### src/rtl/grid_stream_pkg.sv
// Shared types and default extents for the bit-grid reader.
// Optional row parity is built when GRID_STREAM_PARITY_EN is defined.
package grid_stream_pkg;

    localparam int unsigned GRID_W  = 16;
    localparam int unsigned GRID_H  = 16;
    localparam int unsigned GRID_AW = 4;
    localparam int unsigned GRID_AH = 4;

    typedef enum logic [2:0] {
        IDLE,
        FETCH,
        SEND,
        PARITY,
        DONE
    } grid_stream_state_t;

endpackage

### src/rtl/grid_bit_streamer_addr_gen.sv
// Raster x/y cell counter: x inner, y outer, wrapping at the grid extents
// rather than at the address-width limit.
module grid_addr_gen
    import grid_stream_pkg::*;
#(
    parameter int unsigned WIDTH  = GRID_W,
    parameter int unsigned HEIGHT = GRID_H,
    parameter int unsigned ADDR_W = GRID_AW,
    parameter int unsigned ADDR_H = GRID_AH
) (
    input  logic              clk,
    input  logic              rst,
    input  logic              clear,
    input  logic              advance,
    output logic [ADDR_W-1:0] x,
    output logic [ADDR_H-1:0] y,
    output logic              last_x,
    output logic              last_y
);

    assign last_x = (x == ADDR_W'(WIDTH - 1));
    assign last_y = (y == ADDR_H'(HEIGHT - 1));

    always_ff @(posedge clk) begin
        if (rst || clear) begin
            x <= '0;
            y <= '0;
        end else if (advance) begin
            if (last_x) begin
                x <= '0;
                y <= last_y ? '0 : y + ADDR_H'(1);
            end else begin
                x <= x + ADDR_W'(1);
            end
        end
    end

endmodule

### src/rtl/grid_bit_streamer.sv
// Walks a WIDTH x HEIGHT single-bit memory and streams each cell with
// sof/eol/eof markers. Define GRID_STREAM_PARITY_EN for a per-row parity beat.
module grid_bit_streamer
    import grid_stream_pkg::*;
#(
    parameter int unsigned WIDTH  = GRID_W,
    parameter int unsigned HEIGHT = GRID_H,
    parameter int unsigned ADDR_W = GRID_AW,
    parameter int unsigned ADDR_H = GRID_AH
) (
    input  logic              clk,
    input  logic              rst,
    input  logic              start,
    output logic              busy,
    output logic              done,
    output logic              mem_rd,
    output logic [ADDR_W-1:0] mem_addr_x,
    output logic [ADDR_H-1:0] mem_addr_y,
    input  logic              mem_data,
    output logic              out_valid,
    input  logic              out_ready,
    output logic              out_bit,
    output logic              out_sof,
    output logic              out_eol,
    output logic              out_eof
);

    grid_stream_state_t state_q, state_d;
    logic clr, adv, last_x, last_y;

    grid_addr_gen #(
        .WIDTH (WIDTH),
        .HEIGHT(HEIGHT),
        .ADDR_W(ADDR_W),
        .ADDR_H(ADDR_H)
    ) u_addr_gen (
        .clk    (clk),
        .rst    (rst),
        .clear  (clr),
        .advance(adv),
        .x      (mem_addr_x),
        .y      (mem_addr_y),
        .last_x (last_x),
        .last_y (last_y)
    );

    always_ff @(posedge clk) begin
        if (rst) state_q <= IDLE;
        else     state_q <= state_d;
    end

    always_comb begin
        state_d   = state_q;
        clr       = 1'b0;
        adv       = 1'b0;
        mem_rd    = 1'b0;
        out_valid = 1'b0;
        busy      = 1'b1;
        done      = 1'b0;
        case (state_q)
            IDLE: begin
                busy = 1'b0;
                clr  = 1'b1;
                if (start) state_d = FETCH;
            end
            FETCH: begin
                mem_rd  = 1'b1;
                state_d = SEND;
            end
            SEND: begin
                out_valid = 1'b1;
                if (out_ready) begin
`ifdef GRID_STREAM_PARITY_EN
                    if (last_x) begin
                        state_d = PARITY;
                    end else begin
                        adv     = 1'b1;
                        state_d = FETCH;
                    end
`else
                    if (last_x && last_y) begin
                        state_d = DONE;
                    end else begin
                        adv     = 1'b1;
                        state_d = FETCH;
                    end
`endif
                end
            end
`ifdef GRID_STREAM_PARITY_EN
            PARITY: begin
                out_valid = 1'b1;
                if (out_ready) begin
                    if (last_y) begin
                        state_d = DONE;
                    end else begin
                        adv     = 1'b1;
                        state_d = FETCH;
                    end
                end
            end
`endif
            DONE: begin
                done    = 1'b1;
                state_d = IDLE;
            end
            default: state_d = IDLE;
        endcase
    end

`ifdef GRID_STREAM_PARITY_EN
    logic row_par;
`endif

    // Output beat register: loaded in FETCH, and with the row parity on the
    // last data handshake of a row; otherwise held so stalls are lossless.
    always_ff @(posedge clk) begin
        if (rst) begin
            out_bit <= 1'b0;
            out_sof <= 1'b0;
            out_eol <= 1'b0;
            out_eof <= 1'b0;
`ifdef GRID_STREAM_PARITY_EN
            row_par <= 1'b0;
`endif
        end else if (state_q == FETCH) begin
            out_bit <= mem_data;
            out_sof <= (mem_addr_x == '0) && (mem_addr_y == '0);
`ifdef GRID_STREAM_PARITY_EN
            out_eol <= 1'b0;
            out_eof <= 1'b0;
            row_par <= (mem_addr_x == '0) ? mem_data : (row_par ^ mem_data);
`else
            out_eol <= last_x;
            out_eof <= last_x && last_y;
`endif
        end
`ifdef GRID_STREAM_PARITY_EN
        else if (state_q == SEND && out_ready && last_x) begin
            out_bit <= row_par;
            out_sof <= 1'b0;
            out_eol <= 1'b1;
            out_eof <= last_y;
        end
`endif
    end

endmodule
### config.mk
export PLATFORM = sky130hd
export DESIGN_NAME = grid_bit_streamer
export DESIGN_NICKNAME = d
export VERILOG_FILES = /design/src/rtl/grid_stream_pkg.sv /design/src/rtl/grid_bit_streamer_addr_gen.sv /design/src/rtl/grid_bit_streamer.sv
export SDC_FILE = /design/constraint.sdc
export NUM_CORES = 1
export LEC_CHECK = 0
export BUFFER_PORTS_ARGS = -buffer_cell sky130_fd_sc_hd__buf_2
export CAP_MARGIN = 10
export CORE_MARGIN = 2
export CORE_UTILIZATION = 50
export DETAILED_ROUTE_END_ITERATION = 16
export PLACE_DENSITY = 0.79
export SLEW_MARGIN = 20
export SYNTH_ARGS = -nofsm -noshare
export SYNTH_HDL_FRONTEND = slang
export SYNTH_SLANG_ARGS = --single-unit
### constraint.sdc
create_clock -name clk -period 1.7 [get_ports clk]
set_input_delay 0.34 -clock clk [delete_from_list [all_inputs] [get_ports clk]]
set_output_delay 0.34 -clock clk [all_outputs]
set_load 0.02 [all_outputs]
==> run metrics, run 1 <==
total iterations of the first detailed-routing run 4; main flop type after synthesis dfxtp_1; CTS HTree Levels 1; Ports 21; share of cells above drive strength 1 28.8%; CTS tree yes; Mean Syn Cell Area ~9 µm²; met1 Track Usage GR 26.1%; routability cong. 0.880; gr busiest metal met2; number of flops mapped to enable cells by yosys 0; VDD IR max 0.380 mV; gr ovfl total 0; Max Root-Sink Buffers 2; Die Ht 44.6 µm; Die X about 45 µm; Worst-Margin Slew 0.399 ns; Endpoint, Worst Hold out_bit; Clock Skew between 0.002 and 0.003 ns; Arr. time, crit path between 1 and 1.5 ns; Worst R2R Setup Slack 0.11 ns; synth-to-layout area growth 16.5%; register bit total from synthesis 15; Commonest cells post-synth 15 x dfxtp_1, 8 x a21oi_1, 7 x inv_1, 7 x nand3_1; sequential-to-total area share from yosys stat 36.4%; Clock transition at path regs 0.09 ns; Antenna Violating Nets Remaining 0; # hold bufs at CTS 0; Final Cycle Share between 90% and 100%; final hold viol count 0; YS warnings 0; Setup CP Type reg -> out; Cell Rows 14; largest area contributor in the netlist dfxtp_1; Design Area, Final 962 µm²; Netlist Area Pre-Place 826 µm²; vias in the first global route 649; max_cap viols 0; Cell variety after synth 32; initial core utilization approximately 54%; P per Cell Area 680 nW/µm²; total CTS buffers 3; global routing usage on met2 between 20% and 30%; hold depth 3; fraction of registers with async set/reset 0%; final WL around 1800 µm; # DRC 0; status complete, no violations; initial drt markers 19; min-delay worst type in -> reg; final core utilization 63.1%; crit end category output port; Routed WL per cell 14.4 µm; first-pass GRT wire length 2880 µm; most frequent cell after synthesis dfxtp_1; fmax 619 MHz; Via-to-Cell Ratio 6.17; # Post-CTS Setup Buffers 0; nets 121; largest net degree at the start of global routing 12; clock sinks 15; Final HPWL DP 1340 µm; R2R cell count 4; Die ar. around 2000 µm²; number of diodes 0; synth top area cells dfxtp_1 36%, ha_1 6.1%, a21oi_1 4.8%; Skew-Pair Late Insertion Delay about 0.29 ns; post_cts resized 1; met3 Track Usage GR 6.12%; Slew Limit Headroom about three quarters; final setup fails 0; Placed Area 923 µm²; Tmin final 1.62 ns; crit start category flip-flop; setup TNS 0 ns; DR vias about 800; Pins Over Slew Limit 0; CP max FO 8; Cells after Synth 91; area share of the largest cell type after synthesis 36.4%; end of the worst register-to-register path u_addr_gen.x[0]; CP Data Required Time 1.36 ns; root buf cell clkbuf_4; Hold Crit Start mem_data; Total GRT Usage 20.0%; initial antenna violation count 0; CORE AREA 1520 µm²; Syn Nets 100; Leak Pwr 0.400 nW; r2r startpoint u_addr_gen.x[0]; Port Buffers 20
## critical path, cell delays in order, from the launching register on
cell     delay, ns
dfxtp_1       0.57
inv_2         0.09
nor3_1        0.14
buf_2         0.19
## how the worst max path moves through the flow
stage | depth (start not counted) | startpoint | end
CTS | 3 | state_q[2] | busy
detailed placement | 4 | u_addr_gen.x[0] | u_addr_gen.x[0]
floorplan | 5 | u_addr_gen.x[0] | u_addr_gen.x[0]
global route | 2 | state_q[0] | mem_rd
global placement | 4 | u_addr_gen.x[0] | u_addr_gen.x[0]
finish | 3 | state_q[1] | out_valid
## sequential cells by signal (all words and copies together) (netlist names)
signal,cells
out_sof,1
out_bit,1
u_addr_gen.x,4
out_eol,1
u_addr_gen.y,4
out_eof,1
state_q,3
## per-layer routing
metal | wire [µm] | up-vias | share of wire (%)
li1 | - | 387 | -
met1 | 858 | 360 | 47
met2 | 824 | 29 | 45
met3 | 98 | 8 | 5.3
met4 | 52 | 0 | 2.8
met5 | 0 | - | 0
## metrics by stage
| stage | std cells | hold WS, ns | setup slack [ns] | power [mW] |
|---|---|---|---|---|
| final | 127 | 0.291 | 0.0832 | 0.654 |
| after global routing | 127 | 0.303 | -0.00489 | 0.686 |
| after CTS | 127 | 0.297 | 0.0486 | 0.655 |
| after detailed placement | 123 | 0.467 | 0.132 | 0.451 |
| after global placement | 123 | 0.459 | 0.169 | 0.449 |
| after floorplan | 91 | 0.487 | 0.0766 | 0.427 |
## cell type report
type | instances | area [µm²]
Clock buffer | 4 | 26.3
Fill cell | 133 | 562
Inverter | 8 | 30.0
Multi-Input combinational cell | 63 | 478
Sequential cell | 15 | 300
Tap cell | 16 | 20.0
Timing Repair Buffer | 21 | 108
## power breakdown
part | leakage, nW | internal, mW | switching (mW)
Clock | 0.0150 | 0.0913 | 0.117
Combinational | 0.264 | 0.0312 | 0.0454
Sequential | 0.121 | 0.358 | 0.0114
Total | 0.400 | 0.480 | 0.173
## placed cells by master, fill, tap and decap left out, types with 2 or more instances in the layout
| cell type | Yosys | layout |
|---|---|---|
| nand2b_1 | 2 | 2 |
| nand2_1 | 3 | 3 |
| a21oi_1 | 8 | 8 |
| nor3_1 | 4 | 3 |
| dfxtp_1 | 15 | 15 |
| buf_2 | 3 | 20 |
| inv_1 | 7 | 7 |
| o211ai_1 | 3 | 3 |
| mux2i_1 | 4 | 4 |
| nor3b_1 | 2 | 2 |
| clkbuf_4 | 0 | 3 |
| or3_1 | 2 | 2 |
| nor4_1 | 3 | 3 |
| nor2_1 | 2 | 2 |
| nand3_1 | 7 | 7 |
| ha_1 | 4 | 4 |
| nand4_1 | 4 | 4 |
| o31ai_1 | 2 | 2 |
## cells by family (layout without fill, tap and decap cells)
logic type	count (synthesis)	count (layout)	synth area share, %
buffers and inverters	13	33	7.27
adders and majority gates	4	4	6.06
muxes	4	4	4.85
DFF	15	15	36.4
AOI/OAI and AO/OA	19	19	15.9
and+or+nand+nor	36	36	29.5
Power figures use the tool's default switching activity.
==> run 2: changes to the inputs <==
--- a/config.mk
+++ b/config.mk
@@ -10,6 +10,7 @@
 export CORE_MARGIN = 2
 export CORE_UTILIZATION = 50
 export DETAILED_ROUTE_END_ITERATION = 16
+export MAX_ROUTING_LAYER = met4
 export PLACE_DENSITY = 0.79
 export SLEW_MARGIN = 20
 export SYNTH_ARGS = -nofsm -noshare
==> run metrics, run 2 (synthesis results as in run 1) <==
Final HPWL DP 1340 µm (unchanged); CTS HTree Levels 1 (unchanged); final hold viol count 0 (unchanged); fmax 621 MHz (+0.36%); final WL 1800 µm (-2.1%); Leak Pwr 0.400 nW (unchanged); WHS 0.294 ns (+0.00276 ns); Total GRT Usage 20.7% (+0.69 points); VDD IR max 0.383 mV (+0.84%); final std cells w/o fill 127 (unchanged); nets 121 (unchanged); crit path cell chain inv_2, nor3_1, buf_2; initial core utilization 54.2% (unchanged); first-pass GRT wire length 2880 µm (+0.24%); Clock Skew 0.00310 ns (+0.000442 ns); largest net degree at the start of global routing 12 (unchanged); DR vias 782 (-0.26%); min-delay worst type in -> reg; share of cells above drive strength 1 28.8% (unchanged); dpl cells 123 (unchanged); root buf cell clkbuf_4; Tmin final 1.61 ns (-0.00587 ns); Antenna Violating Nets Remaining 0 (unchanged); CP max stage cell dfxtp_1; clock sinks 15 (unchanged); Placed Area 923 µm² (unchanged); number of diodes 0 (unchanged); Largest stage delay, worst path 0.57 ns (about the same); CTS tree yes; gr ovfl total 0 (unchanged); Regs by FF count u_addr_gen.x: 4 flops, u_addr_gen.y: 4 flops, state_q: 3 flops; synth-to-layout area growth 16.5% (unchanged); crit end category output port; Slew Limit Headroom 73.3% (about the same); Via-to-Cell Ratio 6.16 (-0.26%); # DRC 0 (unchanged); final core utilization 63.1% (unchanged); most frequent cells in the layout 20 x buf_2, 15 x dfxtp_1, 8 x a21oi_1; Skew-Pair Late Insertion Delay 0.29 ns (about the same); fillers 133 (unchanged); P per Cell Area 677 nW/µm² (-0.44%); crit start category flip-flop; vias in the first global route 650 (+0.15%); Arr. time, crit path 1.27 ns (about the same); initial drt markers 12 (-7); Final Cycle Share 94.8% (-0.35 points); final setup fails 0 (unchanged); Die X 44.6 µm (unchanged); Worst-Margin Slew 0.400 ns (+0.000896 ns); Setup CP Type reg -> out; Cell Rows 14 (unchanged); Pins Over Slew Limit 0 (unchanged); CORE AREA 1520 µm² (unchanged); Design Area, Final 962 µm² (unchanged); max_cap viols 0 (unchanged); initial antenna violation count 0 (unchanged); Die Ht 44.6 µm (unchanged); Die ar. 1990 µm² (unchanged); total iterations of the first detailed-routing run 4 (unchanged); PnR worst setup slack 0.0891 ns (+0.00587 ns); pre-CTS setup slack 0.132 ns (unchanged); total CTS buffers 3 (unchanged); Routed WL per cell 14.1 µm (-2.1%); Clock transition at path regs 0.08 ns (about the same); Max Root-Sink Buffers 2 (unchanged); Port Buffers 20 (unchanged); CP Data Required Time 1.36 ns (about the same); Ports 21 (unchanged); routability cong. 0.894 (+1.7%); status complete, no violations; CP max FO 8 (unchanged); most common cell after layout, fill and taps aside buf_2
run 2: critical path, delay by kind of cell (launching register included):
kind,cells,cell delay (ns)
flip-flops,1,0.57
buffers and inverters,2,0.28
AND/OR/NAND/NOR,1,0.14
run 2: what timing repair did:
| item | CTS | global route |
|---|---|---|
| resized for setup | 1 | 2 |
| buffers inserted | 0 | 0 |
| setup endpoints to repair | 1 | 3 |
| hold buffers | 0 | 0 |
run 2: final timing paths:
path / startpoint / end / cells past startpoint / slack [ns]
max: state_q[1] / out_valid / 3 / 0.09
min: mem_data / out_bit / 3 / 0.29
max reg2reg: u_addr_gen.x[0] / u_addr_gen.x[0] / 4 / 0.11
min reg2reg: out_sof / out_sof / 2 / 0.48
run 2: area by class of cell:
class	instances	area [µm²]	share of cell area (%)
multi-input cells	63	478	49.7
flip-flops and latches	15	300	31.2
repair buffers	21	108	11.2
inverters	8	30.0	3.12
clock buffers	4	26.3	2.73
well taps	16	20.0	2.08
run 2: metal layers:
metal / vias up / track usage, % / part of all wire, %
met2: 22 / 28.1 / 47
met1: 370 / 26.3 / 46
met5: - / - / 0
met4: 0 / 13.3 / 1.3
li1: 386 / - / -
met3: 4 / 6.12 / 4.9
run 2: through the flow:
step / power (mW) / setup TNS, ns
2_1_floorplan: 0.427 / 0
3_3_place_gp: 0.449 / 0
3_5_place_dp: 0.451 / 0
4_1_cts: 0.655 / 0
5_1_grt: 0.686 / -0.00482
6_report: 0.651 / 0
run 2: power breakdown:
part / leakage [nW] / switching [mW] / internal (mW) / total [mW]
registers: 0.121 / 0.0113 / 0.358 / 0.369
logic: 0.264 / 0.0451 / 0.0312 / 0.0763
clock network: 0.0150 / 0.114 / 0.0912 / 0.205
